===== src/rtl/sram_port_arbiter.sv =====
// Single-port SRAM arbiter between the GPU read path and the scan-chain loader write path.
// Optional statistics counters are built when the macro ARB_STATS_EN is defined.
module sram_port_arbiter #(
  parameter int ADDR_W      = 11,
  parameter int WDATA_W     = 8,
  parameter int RDATA_W     = 16,
  parameter int SRAM_LAT    = 1,
  parameter int WR_MAX_WAIT = 7
) (
  input  logic               clk,
  input  logic               rst_n,
  input  logic               rd_req,
  input  logic [ADDR_W-1:0]  rd_addr,
  output logic               rd_gnt,
  output logic               rd_valid,
  output logic [RDATA_W-1:0] rd_data,
  input  logic               wr_valid,
  input  logic [ADDR_W-1:0]  wr_addr,
  input  logic               wr_sel,
  input  logic [WDATA_W-1:0] wr_data,
  output logic               wr_ready,
  input  logic               load_req,
  output logic               load_ack,
  output logic               sram_cen,
  output logic               sram_wen,
  output logic [ADDR_W-1:0]  sram_addr,
  output logic [WDATA_W-1:0] sram_din,
  output logic               sram_sel,
  input  logic [RDATA_W-1:0] sram_dout,
  output logic [15:0]        stat_rd,
  output logic [15:0]        stat_wr,
  output logic [15:0]        stat_stall
);

  typedef enum logic [1:0] {
    ST_NORMAL = 2'd0,
    ST_DRAIN  = 2'd1,
    ST_LOAD   = 2'd2
  } state_e;

  localparam logic [3:0] WAIT_MAX = 4'(WR_MAX_WAIT);

  state_e              state_q, state_d;
  logic [3:0]          wait_q, wait_d;
  logic [SRAM_LAT:0]   pipe_q, pipe_d;
  logic                cen_q, cen_d;
  logic                wen_q, wen_d;
  logic [ADDR_W-1:0]   addr_q, addr_d;
  logic [WDATA_W-1:0]  din_q, din_d;
  logic                sel_q, sel_d;

  // Grant selection and mode transitions
  always_comb begin
    rd_gnt   = 1'b0;
    wr_ready = 1'b0;
    state_d  = state_q;
    case (state_q)
      ST_NORMAL: begin
        if (rd_req && wr_valid) begin
          if (wait_q == WAIT_MAX) begin
            wr_ready = 1'b1;
          end else begin
            rd_gnt = 1'b1;
          end
        end else begin
          rd_gnt   = rd_req;
          wr_ready = wr_valid;
        end
        state_d = load_req ? ST_DRAIN : ST_NORMAL;
      end
      ST_DRAIN: begin
        if (!load_req) begin
          state_d = ST_NORMAL;
        end else if (pipe_q == '0) begin
          state_d = ST_LOAD;
        end else begin
          state_d = ST_DRAIN;
        end
      end
      ST_LOAD: begin
        wr_ready = wr_valid;
        state_d  = load_req ? ST_LOAD : ST_NORMAL;
      end
      default: begin
        state_d = ST_NORMAL;
      end
    endcase
  end

  // Write starvation counter, SRAM command pins and read-valid pipeline
  always_comb begin
    if (wr_ready || !wr_valid) begin
      wait_d = 4'd0;
    end else if (wait_q != WAIT_MAX) begin
      wait_d = wait_q + 4'd1;
    end else begin
      wait_d = wait_q;
    end

    cen_d  = 1'b1;
    wen_d  = 1'b1;
    addr_d = addr_q;
    din_d  = din_q;
    sel_d  = sel_q;
    if (rd_gnt) begin
      cen_d  = 1'b0;
      addr_d = rd_addr;
    end else if (wr_ready) begin
      cen_d  = 1'b0;
      wen_d  = 1'b0;
      addr_d = wr_addr;
      din_d  = wr_data;
      sel_d  = wr_sel;
    end else begin
      cen_d  = 1'b1;
    end

    pipe_d = {pipe_q[SRAM_LAT-1:0], rd_gnt};
  end

  // Core state registers
  always_ff @(posedge clk or negedge rst_n) begin
    if (!rst_n) begin
      state_q <= ST_NORMAL;
      wait_q  <= 4'd0;
      pipe_q  <= '0;
      cen_q   <= 1'b1;
      wen_q   <= 1'b1;
      addr_q  <= '0;
      din_q   <= '0;
      sel_q   <= 1'b0;
    end else begin
      state_q <= state_d;
      wait_q  <= wait_d;
      pipe_q  <= pipe_d;
      cen_q   <= cen_d;
      wen_q   <= wen_d;
      addr_q  <= addr_d;
      din_q   <= din_d;
      sel_q   <= sel_d;
    end
  end

  assign load_ack  = (state_q == ST_LOAD);
  assign rd_valid  = pipe_q[SRAM_LAT];
  assign rd_data   = sram_dout;
  assign sram_cen  = cen_q;
  assign sram_wen  = wen_q;
  assign sram_addr = addr_q;
  assign sram_din  = din_q;
  assign sram_sel  = sel_q;

`ifdef ARB_STATS_EN
  logic [15:0] stat_rd_q, stat_rd_d;
  logic [15:0] stat_wr_q, stat_wr_d;
  logic [15:0] stat_stall_q, stat_stall_d;

  // Saturating grant and stall counters
  always_comb begin
    stat_rd_d    = stat_rd_q;
    stat_wr_d    = stat_wr_q;
    stat_stall_d = stat_stall_q;
    if (rd_gnt && stat_rd_q != 16'hFFFF) begin
      stat_rd_d = stat_rd_q + 16'd1;
    end else begin
      stat_rd_d = stat_rd_q;
    end
    if (wr_ready && stat_wr_q != 16'hFFFF) begin
      stat_wr_d = stat_wr_q + 16'd1;
    end else begin
      stat_wr_d = stat_wr_q;
    end
    if ((rd_req || wr_valid) && !rd_gnt && !wr_ready && stat_stall_q != 16'hFFFF) begin
      stat_stall_d = stat_stall_q + 16'd1;
    end else begin
      stat_stall_d = stat_stall_q;
    end
  end

  // Statistics registers
  always_ff @(posedge clk or negedge rst_n) begin
    if (!rst_n) begin
      stat_rd_q    <= 16'd0;
      stat_wr_q    <= 16'd0;
      stat_stall_q <= 16'd0;
    end else begin
      stat_rd_q    <= stat_rd_d;
      stat_wr_q    <= stat_wr_d;
      stat_stall_q <= stat_stall_d;
    end
  end

  assign stat_rd    = stat_rd_q;
  assign stat_wr    = stat_wr_q;
  assign stat_stall = stat_stall_q;
`else
  assign stat_rd    = 16'd0;
  assign stat_wr    = 16'd0;
  assign stat_stall = 16'd0;
`endif

endmodule


===== config.mk =====
export PLATFORM = sky130hd
export DESIGN_NAME = sram_port_arbiter
export DESIGN_NICKNAME = d
export VERILOG_FILES = /design/src/rtl/sram_port_arbiter.sv
export SDC_FILE = /design/constraint.sdc
export NUM_CORES = 1
export LEC_CHECK = 0
export CORE_ASPECT_RATIO = 1.4
export CORE_MARGIN = 8
export CORE_UTILIZATION = 31
export CTS_BUF_LIST = sky130_fd_sc_hd__clkbuf_16
export CTS_CLUSTER_DIAMETER = 150
export CTS_CLUSTER_SIZE = 28
export DETAILED_ROUTE_END_ITERATION = 8
export GPL_TIMING_DRIVEN = 0
export HOLD_SLACK_MARGIN = 0.02
export PLACE_DENSITY = 0.79
export RECOVER_POWER = 50
export SLEW_MARGIN = 10
export SYNTH_ARGS = -nofsm -noshare
export SYNTH_HDL_FRONTEND = slang
export SYNTH_SLANG_ARGS = --single-unit
export TNS_END_PERCENT = 50

===== constraint.sdc =====
create_clock -name clk -period 1.6 [get_ports clk]
set_input_delay 0.16 -clock clk [delete_from_list [all_inputs] [get_ports clk]]
set_output_delay 0.16 -clock clk [all_outputs]
set_load 0.02 [all_outputs]

==> run summary <==
run status: finished, violations left
failing checks: negative setup slack
minimum clock period: 1735 ps
Crit-path slowest cell: dfrtp_1
CTS Sinks: 30
# nets final: 384
WP data arrival: 1580 ps
Detailed Route WL: 5998 um
Core Area: 6126 um^2
Synth-to-Final Area Change: 68.90%
Port Buffers: 77
syn_area_per_cell: 10.12 um^2
CP max FO: 4
multiplexer share of the synthesized area: 7.482%
largest family of logic cells by synthesized area: buffers and inverters
# DRC: 0
Final setup viols: 15
Max VDD drop: 0.0008457 V
Final HPWL DP: 4640 um
fraction of registers with async set/reset: 100.0%
DRT iter0 DRCs: 42
DIE HEIGHT: 109.2 um
Syn Inst Count: 190
worst hold path type: reg -> reg
total gr overflow: 0
die width: 82.57 um
layout cell share with drive strength beyond 1: 33.73%
Ant. Diodes: 0
Initial Util: 31.39%
pin count of the biggest net entering global routing: 31
clock-pin slew on the worst setup and hold paths: 50 ps
commonest non-fill, non-tap cell in the layout: buf_4
Critical Path RT: 1440 ps
Slew @ Worst Pin: 745.0 ps
CTS tree: done
Vias/cell: 4.371
htree depth: 2
Largest stage delay, worst path: 410 ps
placed inst area: 2968 um^2
first-pass GRT wire length: 8825 um
final instance area: 3248 um^2
Final Max Tran Viols: 0
total die area: 9015 um^2
max_cap viols: 0
Total GRT Usage: 12.63%
via count: 1766
CTS Buf Count: 5
top-level I/O count: 142
Worst-Skew Late Latency: 280 ps
Tot Pwr: 3.254 mW
WHS: 401.2 ps
crit start category: register
Sequential cell area: 753.2 um^2
LEAKAGE: 1.550 nW
num rows: 34
CP Buf/Inv Count: 2
post-synthesis simple-gate area fraction: 8.523%
Pwr Density: 1002 nW/um^2
Adder-Cell Fraction of Synth Area: 0.6506%
Post-synth EDFFs: 0
post-synthesis compound-gate area fraction: 14.70%
Seq/Total Area, Yosys: 39.17%
Fin. Hold Viols: 0
Pre-antenna DRT Iters: 4
total number of yosys warnings: 0
CTS root buf: clkbuf_16
initial antenna violation count: 0
Cell Area, Synth: 1923 um^2
Worst Skew: 2.077 ps
vias in the first global route: 1758
Distinct cells, synth: 30
fmax: 576.3 MHz
xor/xnor cell area share of the yosys netlist: 0.4554%
WL/cell: 14.85 um
CP cell instances: ha_4, and3b_2, o211a_4, buf_6, buf_6
most frequent cells in the layout: buf_4, clkdlybuf4s50_1, conb_1
RD Place Congestion: 0.8123
crit-path most repeated cell: buf_6
worst setup margin: -135.2 ps
area of the multi-input gates: 829.5 um^2
antenna viol nets, final: 0
slew margin rel.: 50.33%
Fill cells: 563
Crit Path Category: reg -> out
Top FF cell, synth: dfrtp_1
cell family with most CP delay: flip-flops
Longest Clk Path Bufs: 2
Synth Register Bits: 30
RSZ-0062 raised after global routing: true
fin crit share: 108.5%
Worst setup EP type: output port
pre-CTS WS: -826.5 ps
-- path summary, 6_finish.rpt --
| check | from | endpoint | slack, ps | cells after the start |
|---|---|---|---|---|
| max | wait_q[0] | wr_ready | -140 | 5 |
| min | pipe_q[0] | pipe_q[1] | 400 | 0 |
| max reg2reg | wait_q[0] | sram_addr[1] | -100 | 7 |
| min reg2reg | pipe_q[0] | pipe_q[1] | 400 | 0 |
| max in group asynchronous | rst_n | sram_addr[4] | 630 | 2 |
| min in group asynchronous | rst_n | sram_din[4] | 490 | 2 |
-- sequential cells by signal, indices dropped and copies added, names as in the netlist --
name and count:
sram_addr 11, sram_cen 1, sram_sel 1, wait_q 4, sram_din 8, sram_wen 1
state_q 2, pipe_q 2
-- power by group --
group	switching [mW]	internal (mW)	total, mW
combinational	0.649	0.675	1.32
sequential	0.0935	0.930	1.02
clock	0.340	0.567	0.906
total	1.08	2.17	3.25
-- worst register-to-register path: cells and delay by family (launching register included) --
kind	cells	cell delay, ps
adder cells (fa/ha/maj)	1	180
flip-flops	1	410
AND/OR/NAND/NOR	1	220
buffers and inverters	3	380
AO/OA/AOI/OAI	2	420
-- cell usage after synthesis, types with 2 or more instances --
cell type | count | area (um^2)
dfrtp_1 | 28 | 700.7
nand3_1 | 13 | 65.06
buf_4 | 64 | 480.5
o21ai_0 | 12 | 60.06
nor2_1 | 8 | 30.03
mux2_2 | 3 | 33.78
buf_2 | 2 | 10.01
clkbuf_1 | 7 | 26.28
mux2i_1 | 2 | 20.02
dfstp_2 | 2 | 52.55
buf_6 | 2 | 22.52
o211ai_1 | 11 | 82.58
o2111ai_1 | 11 | 96.34
inv_1 | 4 | 15.01
mux2_4 | 6 | 90.09
-- stage by stage --
step                setup TNS [ps]  cells  utilization [%]
detailed placement           -4469    386            48.45
global placement             -8078    386            48.53
CTS                         -714.6    401            52.25
finish                      -943.6    404            53.02
floorplan                   -423.4    237                -
global route                 -1642    404            53.02
-- area by class of cell --
class / instances / share of cell area (%)
Timing Repair Buffer: 89 / 26.69
Multi-Input combinational cell: 128 / 25.54
Sequential cell: 30 / 23.19
Buffer: 73 / 16.99
Clock buffer: 5 / 3.852
Tap cell: 72 / 2.773
Clock inverter: 3 / 0.5008
Inverter: 4 / 0.4622
-- timing repair --
| action | CTS | global route |
|---|---|---|
| setup buffers | 8 | 3 |
| hold buffers | 1 | 0 |
| gates resized for setup | 24 | 13 |
| setup endpoints to repair | 20 | 21 |
| pin swaps | 8 | 5 |
| endpoints found under the hold margin | 28 | 0 |
-- routing by layer --
metal  GRT usage (%)  share of wire [%]  up-vias
li1                -                  -      845
met1           13.65                 35      812
met2           21.50                 51      101
met3           5.281                 13        8
met4           4.208                1.4        0
met5               0                  0        -
-- cells by family (layout without fill, tap and decap cells) --
| logic type | Yosys count | after routing |
|---|---|---|
| other | 1 | 48 |
| adders and majority gates | 1 | 1 |
| xor gates and xnor gates | 1 | 1 |
| AOI/OAI and AO/OA | 38 | 38 |
| muxes | 11 | 11 |
| and+or+nand+nor | 29 | 29 |
| DFF | 30 | 30 |
| buffers and inverters | 79 | 174 |
Power figures use the tool's default switching activity.
